### src/rtl/decode_stage.sv
// Instruction Decode stage: register file with write-first bypass, load-use
// hazard detection, ID/EX pipeline register and a saturating stall counter.
module decode_stage #(
  parameter int         DATA_WIDTH  = 16,
  parameter int         NUM_REGS    = 32,
  parameter logic [4:0] LOAD_OPCODE = 5'b00110
) (
  input  logic                  clk,
  input  logic                  reset,
  input  logic                  in_valid,
  output logic                  in_ready,
  input  logic [31:0]           instr,
  input  logic [DATA_WIDTH-1:0] npc_in,
  input  logic                  flush,
  input  logic                  wb_en,
  input  logic [4:0]            wb_index,
  input  logic [DATA_WIDTH-1:0] wb_data,
  output logic [4:0]            control_out,
  output logic [4:0]            dest_index_out,
  output logic [DATA_WIDTH-1:0] reg1_data,
  output logic [DATA_WIDTH-1:0] reg2_data,
  output logic [DATA_WIDTH-1:0] npc_out,
  output logic [6:0]            immediate,
  output logic                  out_valid,
  output logic                  reg_write_en,
  output logic [15:0]           stall_count
);

  localparam logic [4:0] OP_NOP   = 5'b00000;
  localparam logic [4:0] OP_SUB   = 5'b00001;
  localparam logic [4:0] OP_ADD   = 5'b00010;
  localparam logic [4:0] OP_AND   = 5'b00011;
  localparam logic [4:0] OP_OR    = 5'b00100;
  localparam logic [4:0] OP_STORE = 5'b00111;
  localparam logic [4:0] OP_BEQ   = 5'b01000;
  localparam logic [4:0] OP_JMP   = 5'b01001;

  logic [4:0] opcode, rd, rs1, rs2;
  logic [6:0] imm7;
  logic       op_defined, uses_rs1, uses_rs2, writes_rd, hazard;
  logic [DATA_WIDTH-1:0] rs1_val, rs2_val;

  assign opcode = instr[31:27];
  assign rd     = instr[26:22];
  assign rs1    = instr[21:17];
  assign rs2    = instr[16:12];
  assign imm7   = instr[6:0];

  // R0 has no storage; every other register clears on reset.
  logic [DATA_WIDTH-1:0] rf_reg [1:NUM_REGS-1];

  genvar gi;
  generate
    for (gi = 1; gi < NUM_REGS; gi++) begin : g_rf
      always_ff @(posedge clk) begin
        if (reset) begin
          rf_reg[gi] <= '0;
        end else if (wb_en && (wb_index == 5'(gi))) begin
          rf_reg[gi] <= wb_data;
        end
      end
    end
  endgenerate

  always_comb begin
    rs1_val = '0;
    rs2_val = '0;
    if (rs1 != 5'd0) rs1_val = (wb_en && wb_index == rs1) ? wb_data : rf_reg[rs1];
    if (rs2 != 5'd0) rs2_val = (wb_en && wb_index == rs2) ? wb_data : rf_reg[rs2];
  end

  assign op_defined = (opcode <= OP_JMP);
  assign uses_rs1   = op_defined && (opcode != OP_NOP) && (opcode != OP_JMP);
  assign uses_rs2   = (opcode == OP_SUB) || (opcode == OP_ADD) || (opcode == OP_AND) ||
                      (opcode == OP_OR)  || (opcode == OP_STORE) || (opcode == OP_BEQ);
  assign writes_rd  = (opcode >= OP_SUB) && (opcode <= LOAD_OPCODE) && (rd != 5'd0);

  logic [4:0]            control_reg, control_next;
  logic [4:0]            dest_reg, dest_next;
  logic [DATA_WIDTH-1:0] reg1_reg, reg1_next;
  logic [DATA_WIDTH-1:0] reg2_reg, reg2_next;
  logic [DATA_WIDTH-1:0] npc_reg, npc_next;
  logic [6:0]            imm_reg, imm_next;
  logic                  valid_reg, valid_next;
  logic                  we_reg, we_next;
  logic [15:0]           stall_reg;

  // A load in ID/EX cannot forward its result to an instruction that reads rd.
  assign hazard = in_valid && valid_reg && (control_reg == LOAD_OPCODE) && (dest_reg != 5'd0) &&
                  ((uses_rs1 && rs1 == dest_reg) || (uses_rs2 && rs2 == dest_reg));
  assign in_ready = !hazard || flush;

  always_comb begin
    control_next = '0;
    dest_next    = '0;
    reg1_next    = '0;
    reg2_next    = '0;
    npc_next     = '0;
    imm_next     = '0;
    valid_next   = 1'b0;
    we_next      = 1'b0;
    if (!flush && !hazard && in_valid && op_defined) begin
      control_next = opcode;
      dest_next    = rd;
      reg1_next    = rs1_val;
      reg2_next    = rs2_val;
      npc_next     = npc_in;
      imm_next     = imm7;
      valid_next   = 1'b1;
      we_next      = writes_rd;
    end
  end

  always_ff @(posedge clk) begin
    if (reset) begin
      control_reg <= '0;
      dest_reg    <= '0;
      reg1_reg    <= '0;
      reg2_reg    <= '0;
      npc_reg     <= '0;
      imm_reg     <= '0;
      valid_reg   <= 1'b0;
      we_reg      <= 1'b0;
      stall_reg   <= '0;
    end else begin
      control_reg <= control_next;
      dest_reg    <= dest_next;
      reg1_reg    <= reg1_next;
      reg2_reg    <= reg2_next;
      npc_reg     <= npc_next;
      imm_reg     <= imm_next;
      valid_reg   <= valid_next;
      we_reg      <= we_next;
      if (hazard && !flush && (stall_reg != 16'hFFFF)) stall_reg <= stall_reg + 16'd1;
    end
  end

  assign control_out    = control_reg;
  assign dest_index_out = dest_reg;
  assign reg1_data      = reg1_reg;
  assign reg2_data      = reg2_reg;
  assign npc_out        = npc_reg;
  assign immediate      = imm_reg;
  assign out_valid      = valid_reg;
  assign reg_write_en   = we_reg;
  assign stall_count    = stall_reg;

endmodule

### config.mk
export PLATFORM = sky130hd
export DESIGN_NAME = decode_stage
export DESIGN_NICKNAME = d
export VERILOG_FILES = /design/src/rtl/decode_stage.sv
export SDC_FILE = /design/constraint.sdc
export NUM_CORES = 1
export LEC_CHECK = 0
export ABC_CLOCK_PERIOD_IN_PS = 3400
export CORE_ASPECT_RATIO = 2
export CORE_MARGIN = 5
export CORE_UTILIZATION = 60
export CTS_CLUSTER_DIAMETER = 200
export DETAILED_ROUTE_END_ITERATION = 7
export GPL_TIMING_DRIVEN = 0
export PLACE_DENSITY = 0.8
export SLEW_MARGIN = 0
export SYNTH_ARGS = -nofsm -noshare
export SYNTH_HDL_FRONTEND = slang
export SYNTH_SLANG_ARGS = --single-unit
### constraint.sdc
create_clock -name clk -period 3.4 [get_ports clk]
set_input_delay 0.68 -clock clk [delete_from_list [all_inputs] [get_ports clk]]
set_output_delay 0.68 -clock clk [all_outputs]
set_load 0.01 [all_outputs]
==> flow_metrics.tcl, run 1 <==
set metrics [dict create \
    io_pins 158 \
    num_vias 21894 \
    whs_ns 0.504 \
    ant_nets 0 \
    nNetsFinal 2497 \
    p_int_mw 12.2 \
    fin_util 0.692 \
    avgRoutedWirePerCell_um 35.1 \
    syn_area_mm2 0.0300 \
    die_w_um 168 \
    dpl.hpwl_um 84800 \
    maxCapViolCount 0 \
    grt_max_degree 19 \
    cts_buffers 50 \
    synth_seq_cells 579 \
    drc 0 \
    drt_first_iter_violations 2893 \
    h-tree-depth 2 \
    synth_cell_types 58 \
    fin_ws_ns -0.112 \
    fp.dieH_um 326 \
    irDropWorstVdd_mv 0.579 \
    worstSetupStartpointType "primary input" \
    dpl_worst_slack_ns -1.15 \
    grt_usage 0.398 \
    ys_async_sr_fraction 0 \
    synth-seq-area-share 0.552 \
    outcome "finished with violations" \
    skew_ns 0.0225 \
    power_frac_clock 0.373 \
    start_util 0.603 \
    violations "negative setup slack" \
    netlist_instances 2204 \
    path_clk_slew_ns 0.07 \
    fp-row-count 116 \
    largest_reg_flops 496 \
    antenna_found_initial 4 \
    fin_area_mm2 0.0344 \
    cellLeakagePower_nw 12.2 \
    max_freq_mhz 285 \
    numPortBuffers 144 \
    endpoint_kind "flip-flop" \
    grt_pass1_wl_um 156000 \
    period_share 1.03 \
    relSlewSlack 0.156 \
    die_area_mm2 0.0549 \
    path_class "primary input to flip-flop" \
    yosysWarnings 0 \
    worstMarginPinSlew_ns 1.27 \
    power_density_mw_per_mm2 476 \
    layout_min_cycle_time_ns 3.51 \
    share_comb_of_total_power 0.123 \
    r2r_setup_slack_ns 0.41 \
    final_max_slew_viol_count 0 \
    clock-sinks 579 \
    seqPwrFrac 0.504 \
    grt_pass1_vias 23171 \
    vias_per_cell 7.03 \
    p_sw_mw 4.23 \
    syn_area_per_cell_um2 13.6 \
    worstHoldPathType "flip-flop to flip-flop" \
    crit_fanout 10 \
    wl_um 109000 \
    drive_gt1_frac 0.173 \
    finalHoldViolations 0 \
    fp.coreArea_mm2 0.0498 \
    crit_arrival_ns 4.00 \
    area_growth_pct 14.7 \
    power_switching_share 0.258 \
    gp_congestion 0.997 \
    firstDrtPassIters 6 \
    synth_nets 2279 \
    overflow 0 \
    clockBufferDepth 3 \
    place_area_mm2 0.0326 \
    synth-edff-count 496 \
    cts_tree "built" \
    insertion_delay_ns 0.66 \
    crit_required_ns 3.88 \
    setup_viol 6 \
    synthFlopType "edfxtp_1" \
    cts_hold_buffers 0 \
    cts-root-buf "clkbuf_16" \
    power_mw 16.4 \
    grt_setup_unrepaired "no" \
]
## metrics by stage
step	setup TNS (ns)	std cells
6_report	-0.301	3116
3_5_place_dp	-132.69	3017
2_1_floorplan	0	2204
5_1_grt	0	3115
3_3_place_gp	-291.44	2997
4_1_cts	0	3111
## worst paths after layout
kind	from	end	cells past startpoint
worst max-delay path	instr[19]	reg1_data[2]	9
worst min register to register	stall_count[15]	stall_count[15]	2
worst max register to register	dest_index_out[1]	reg1_data[14]	6
worst min-delay path	stall_count[15]	stall_count[15]	2
## cell families after synthesis
kind of cell               count (synthesis)  synth area share
adders and majority gates                  1          0.000417
other                                      1          0.000125
muxes                                    333             0.193
buffers and inverters                    207            0.0314
and+or+nand+nor                          815             0.159
DFF                                      579             0.552
AOI/OAI and AO/OA                        246            0.0579
xor gates and xnor gates                  22           0.00642
## power by group through the flow
stage | combinational [mW] | sequential, mW | clock, mW
final | 2.02 | 8.25 | 6.11
after global routing | 2.07 | 8.28 | 6.34
after CTS | 1.95 | 8.24 | 6.03
after detailed placement | 1.94 | 8.39 | 0
after global placement | 1.86 | 8.36 | 0
after floorplan | 1.17 | 8.31 | 0
## area by class of cell
class                   instances  area [µm²]
inverters                       5        18.8
well taps                     649         812
fillers                      3510       15300
diodes                          4        10.0
multi-input cells            1418       12600
clock buffers                  61        1370
plain buffers                 201         930
clock inverters                32         342
repair buffers                167        1760
flip-flops and latches        579       16600
## repair_timing
item                       CTS  global route
gates resized for setup      8            18
cloned                       0             0
buffers inserted             1             2
setup endpoints to repair   26           108
pin swaps                    1             1
## cells in the final DEF (no fill, tap or decap), types with 6 or more instances in the layout
master / netlist / layout
nand3_1: 18 / 16
buf_8: 0 / 20
clkinv_2: 0 / 9
or4_1: 8 / 8
a211oi_1: 45 / 45
buf_2: 42 / 41
clkbuf_2: 0 / 6
o21bai_2: 0 / 20
a21oi_1: 26 / 26
nand4_1: 7 / 7
a22oi_1: 9 / 9
a22o_1: 22 / 22
xnor2_1: 13 / 13
o211ai_1: 6 / 6
nor3_1: 22 / 20
nor2_1: 110 / 109
o31ai_1: 9 / 9
buf_4: 24 / 27
nor4_1: 26 / 25
mux4_2: 197 / 197
clkdlybuf4s50_1: 0 / 141
clkbuf_16: 0 / 52
mux2i_1: 131 / 130
and2_1: 530 / 530
o21ai_1: 8 / 8
o22ai_1: 59 / 59
nand2_1: 33 / 33
xor2_1: 9 / 9
o21ai_0: 7 / 7
edfxtp_1: 496 / 496
nand3b_1: 6 / 6
or3_1: 7 / 7
nor2b_1: 17 / 17
clkbuf_1: 129 / 129
nand2b_1: 11 / 11
dfxtp_1: 83 / 83
a311oi_1: 15 / 15
## Yosys cell counts (3+ instances only)
library cell / number / area share
buf_4: 24 / 0.0060
a22oi_1: 9 / 0.0023
nor4_1: 26 / 0.0054
nand2_1: 33 / 0.0041
nand4_1: 7 / 0.0015
buf_6: 3 / 0.0011
o311a_1: 5 / 0.0017
and2_1: 530 / 0.11
buf_1: 4 / 0.00050
a21o_1: 9 / 0.0023
or2_2: 4 / 0.00083
o21ai_0: 7 / 0.0012
nand3b_1: 6 / 0.0015
a31o_2: 3 / 0.00088
mux4_2: 197 / 0.15
nor3_1: 22 / 0.0037
nor2b_1: 17 / 0.0035
inv_1: 4 / 0.00050
nand3_1: 18 / 0.0030
edfxtp_1: 496 / 0.50
nor2_1: 110 / 0.014
o31ai_1: 9 / 0.0023
dfxtp_1: 83 / 0.055
o21ai_1: 8 / 0.0013
mux2_2: 3 / 0.0011
a21oi_1: 26 / 0.0043
xnor2_1: 13 / 0.0038
o21bai_1: 20 / 0.0050
buf_2: 42 / 0.0070
or3_1: 7 / 0.0015
or4_1: 8 / 0.0020
o22ai_1: 59 / 0.012
mux2i_1: 131 / 0.044
clkbuf_1: 129 / 0.016
a211oi_1: 45 / 0.011
nor3_2: 3 / 0.0010
a311oi_1: 15 / 0.0044
xor2_1: 9 / 0.0026
o211ai_1: 6 / 0.0015
a22o_1: 22 / 0.0064
nand2b_1: 11 / 0.0023
## routing by layer
metal	global-route usage	part of all wire
met5	0	0.00012
met4	0.378	0.13
met3	0.0835	0.089
met2	0.690	0.51
met1	0.383	0.28
## critical path, stage by stage
cell           delay (ns)
dlygate4sd2_1        0.58
clkbuf_4             0.45
buf_2                0.52
buf_2                0.47
mux4_2               0.37
o22ai_1              0.29
a211oi_1             0.09
mux2i_1              0.37
nor2_1               0.17
Note: power is estimated with default switching activity, not from simulation.
==> inputs of run 2 (changes only) <==
--- a/config.mk
+++ b/config.mk
@@ -6,10 +6,11 @@
 export NUM_CORES = 1
 export LEC_CHECK = 0
 export ABC_CLOCK_PERIOD_IN_PS = 3400
-export CORE_ASPECT_RATIO = 2
+export CORE_ASPECT_RATIO = 0.5
 export CORE_MARGIN = 5
 export CORE_UTILIZATION = 60
 export CTS_CLUSTER_DIAMETER = 200
+export CTS_CLUSTER_SIZE = 40
 export DETAILED_ROUTE_END_ITERATION = 7
 export GPL_TIMING_DRIVEN = 0
 export PLACE_DENSITY = 0.8
==> flow_metrics.tcl, run 2 (same netlist as run 1, synthesis figures left out) <==
set metrics [dict create \
    fp-row-count 57 \
    numPortBuffers 144 \
    firstDrtPassIters 6 \
    rr_worst_depth 7 \
    area_growth_pct 11.7 \
    finalSetupTns_ns -0.117 \
    wl_um 108000 \
    antenna_found_initial 7 \
    vias_per_cell 7.20 \
    fp.coreArea_mm2 0.0490 \
    power_density_mw_per_mm2 410 \
    nNetsFinal 2468 \
    grt_max_degree 42 \
    crit_fanout 10 \
    endpoint_kind "flip-flop" \
    die_area_mm2 0.0549 \
    mostFrequentLayoutCells "and2_1, edfxtp_1, mux4_2" \
    cellLeakagePower_nw 11.7 \
    r2r-end "reg1_data[4]" \
    worstHoldPathType "primary input to flip-flop" \
    irDropWorstVdd_mv 0.330 \
    fin_area_mm2 0.0335 \
    worstSetupStartpointType "primary input" \
    rr_startpoint "dest_index_out[0]" \
    clock-sinks 579 \
    period_share 1.01 \
    h-tree-depth 1 \
    critPathMaxStageDelay_ns 0.78 \
    cpMaxStageDelayCell "clkdlybuf4s50_1" \
    final_max_slew_viol_count 0 \
    relSlewSlack 0.111 \
    outcome "finished with violations" \
    worstMarginPinSlew_ns 1.33 \
    clockBufferDepth 3 \
    layout_min_cycle_time_ns 3.42 \
    largest_reg_flops 496 \
    setup_viol 11 \
    skew_ns 0.0487 \
    mostFrequentLayoutCell "and2_1" \
    fp.dieH_um 168 \
    insertion_delay_ns 0.62 \
    drc 0 \
    gp_congestion 1.10 \
    cts_tree "built" \
    fin_util 0.684 \
    critPathLaunch "reset" \
    cts_buffers 18 \
    avgRoutedWirePerCell_um 35.3 \
    dpl.hpwl_um 78100 \
    finalHoldViolations 0 \
    path_class "primary input to flip-flop" \
    crit_required_ns 3.72 \
    fin_ws_ns -0.0193 \
    path_cells "clkdlybuf4s50_1, clkbuf_1, clkbuf_2, buf_1, o21bai_2, buf_8" \
    die_w_um 326 \
    drive_gt1_frac 0.159 \
    io_pins 158 \
    power_mw 13.7 \
    grt_pass1_vias 21481 \
    maxCapViolCount 0 \
    crit_arrival_ns 3.74 \
    nFillCells 3414 \
    grt_pass1_wl_um 151000 \
    start_util 0.612 \
    path_clk_slew_ns 0.15 \
    grt_usage 0.386 \
    overflow 0 \
    place_area_mm2 0.0327 \
    ant_nets 0 \
    num_vias 22013 \
    drt_first_iter_violations 4174 \
    crit_end "rf_reg[30][10]" \
    r2r_setup_slack_ns 0.43 \
    max_freq_mhz 292 \
    violations "negative setup slack" \
    cts-root-buf "clkbuf_16" \
]
## run 2: critical path: cells and delay by family
kind | cells | cell delay, ns
AO/OA/AOI/OAI | 1 | 0.39
buffers and inverters | 5 | 2.64
## run 2: cell type report
cell class,count,area [µm²],area share
Sequential cell,579,16600,0.494
Multi-Input combinational cell,1418,12800,0.382
Timing Repair Buffer,169,1840,0.0549
Buffer,202,931,0.0278
Tap cell,649,812,0.0242
Clock buffer,31,520,0.0155
Clock inverter,1,30.0,0.000896
Inverter,5,18.8,0.000560
Antenna cell,5,12.5,0.000373
## run 2: worst min path at each step
stage	from	end	slack (ns)	cells after the start
floorplan	stall_count[5]	stall_count[5]	0.50	2
global placement	stall_count[5]	stall_count[5]	0.48	2
detailed placement	stall_count[5]	stall_count[5]	0.49	2
CTS	stall_count[5]	stall_count[5]	0.51	2
global route	instr[30]	control_out[3]	0.47	2
finish	instr[30]	control_out[3]	0.48	2
## run 2: what timing repair did
| action | 4_1_cts | 5_1_grt |
|---|---|---|
| resized for setup | 42 | 18 |
| cloned | 0 | 0 |
| pin swaps | 1 | 4 |
| endpoints found under the hold margin | 0 | 0 |
| endpoints found under the setup margin | 136 | 158 |
| buffers inserted | 1 | 4 |
| hold buffers | 0 | 0 |
## run 2: per-stage QoR
stage / setup slack, ns / std cells / hold WS (ns)
after floorplan: 0.766 / 2204 / 0.504
after global placement: -1.38 / 2997 / 0.481
after detailed placement: -1.40 / 3017 / 0.492
after CTS: 0.0156 / 3050 / 0.514
after global routing: -0.00870 / 3056 / 0.467
final: -0.0193 / 3059 / 0.477
## run 2: per-layer routing
metal  wire length, µm  GRT usage  up-vias
met2             43800      0.540     2145
li1                  -          -     8683
met1             36100      0.498    10783
met5               109     0.0113        -
met4              7260      0.195        4
met3             20700      0.198      398
## run 2: power by group
part           internal, mW  switching, mW  total, mW
Combinational         0.848           1.35       2.20
Clock                  1.09           2.21       3.30
Sequential             8.04          0.193       8.24
Total                  9.98           3.76       13.7
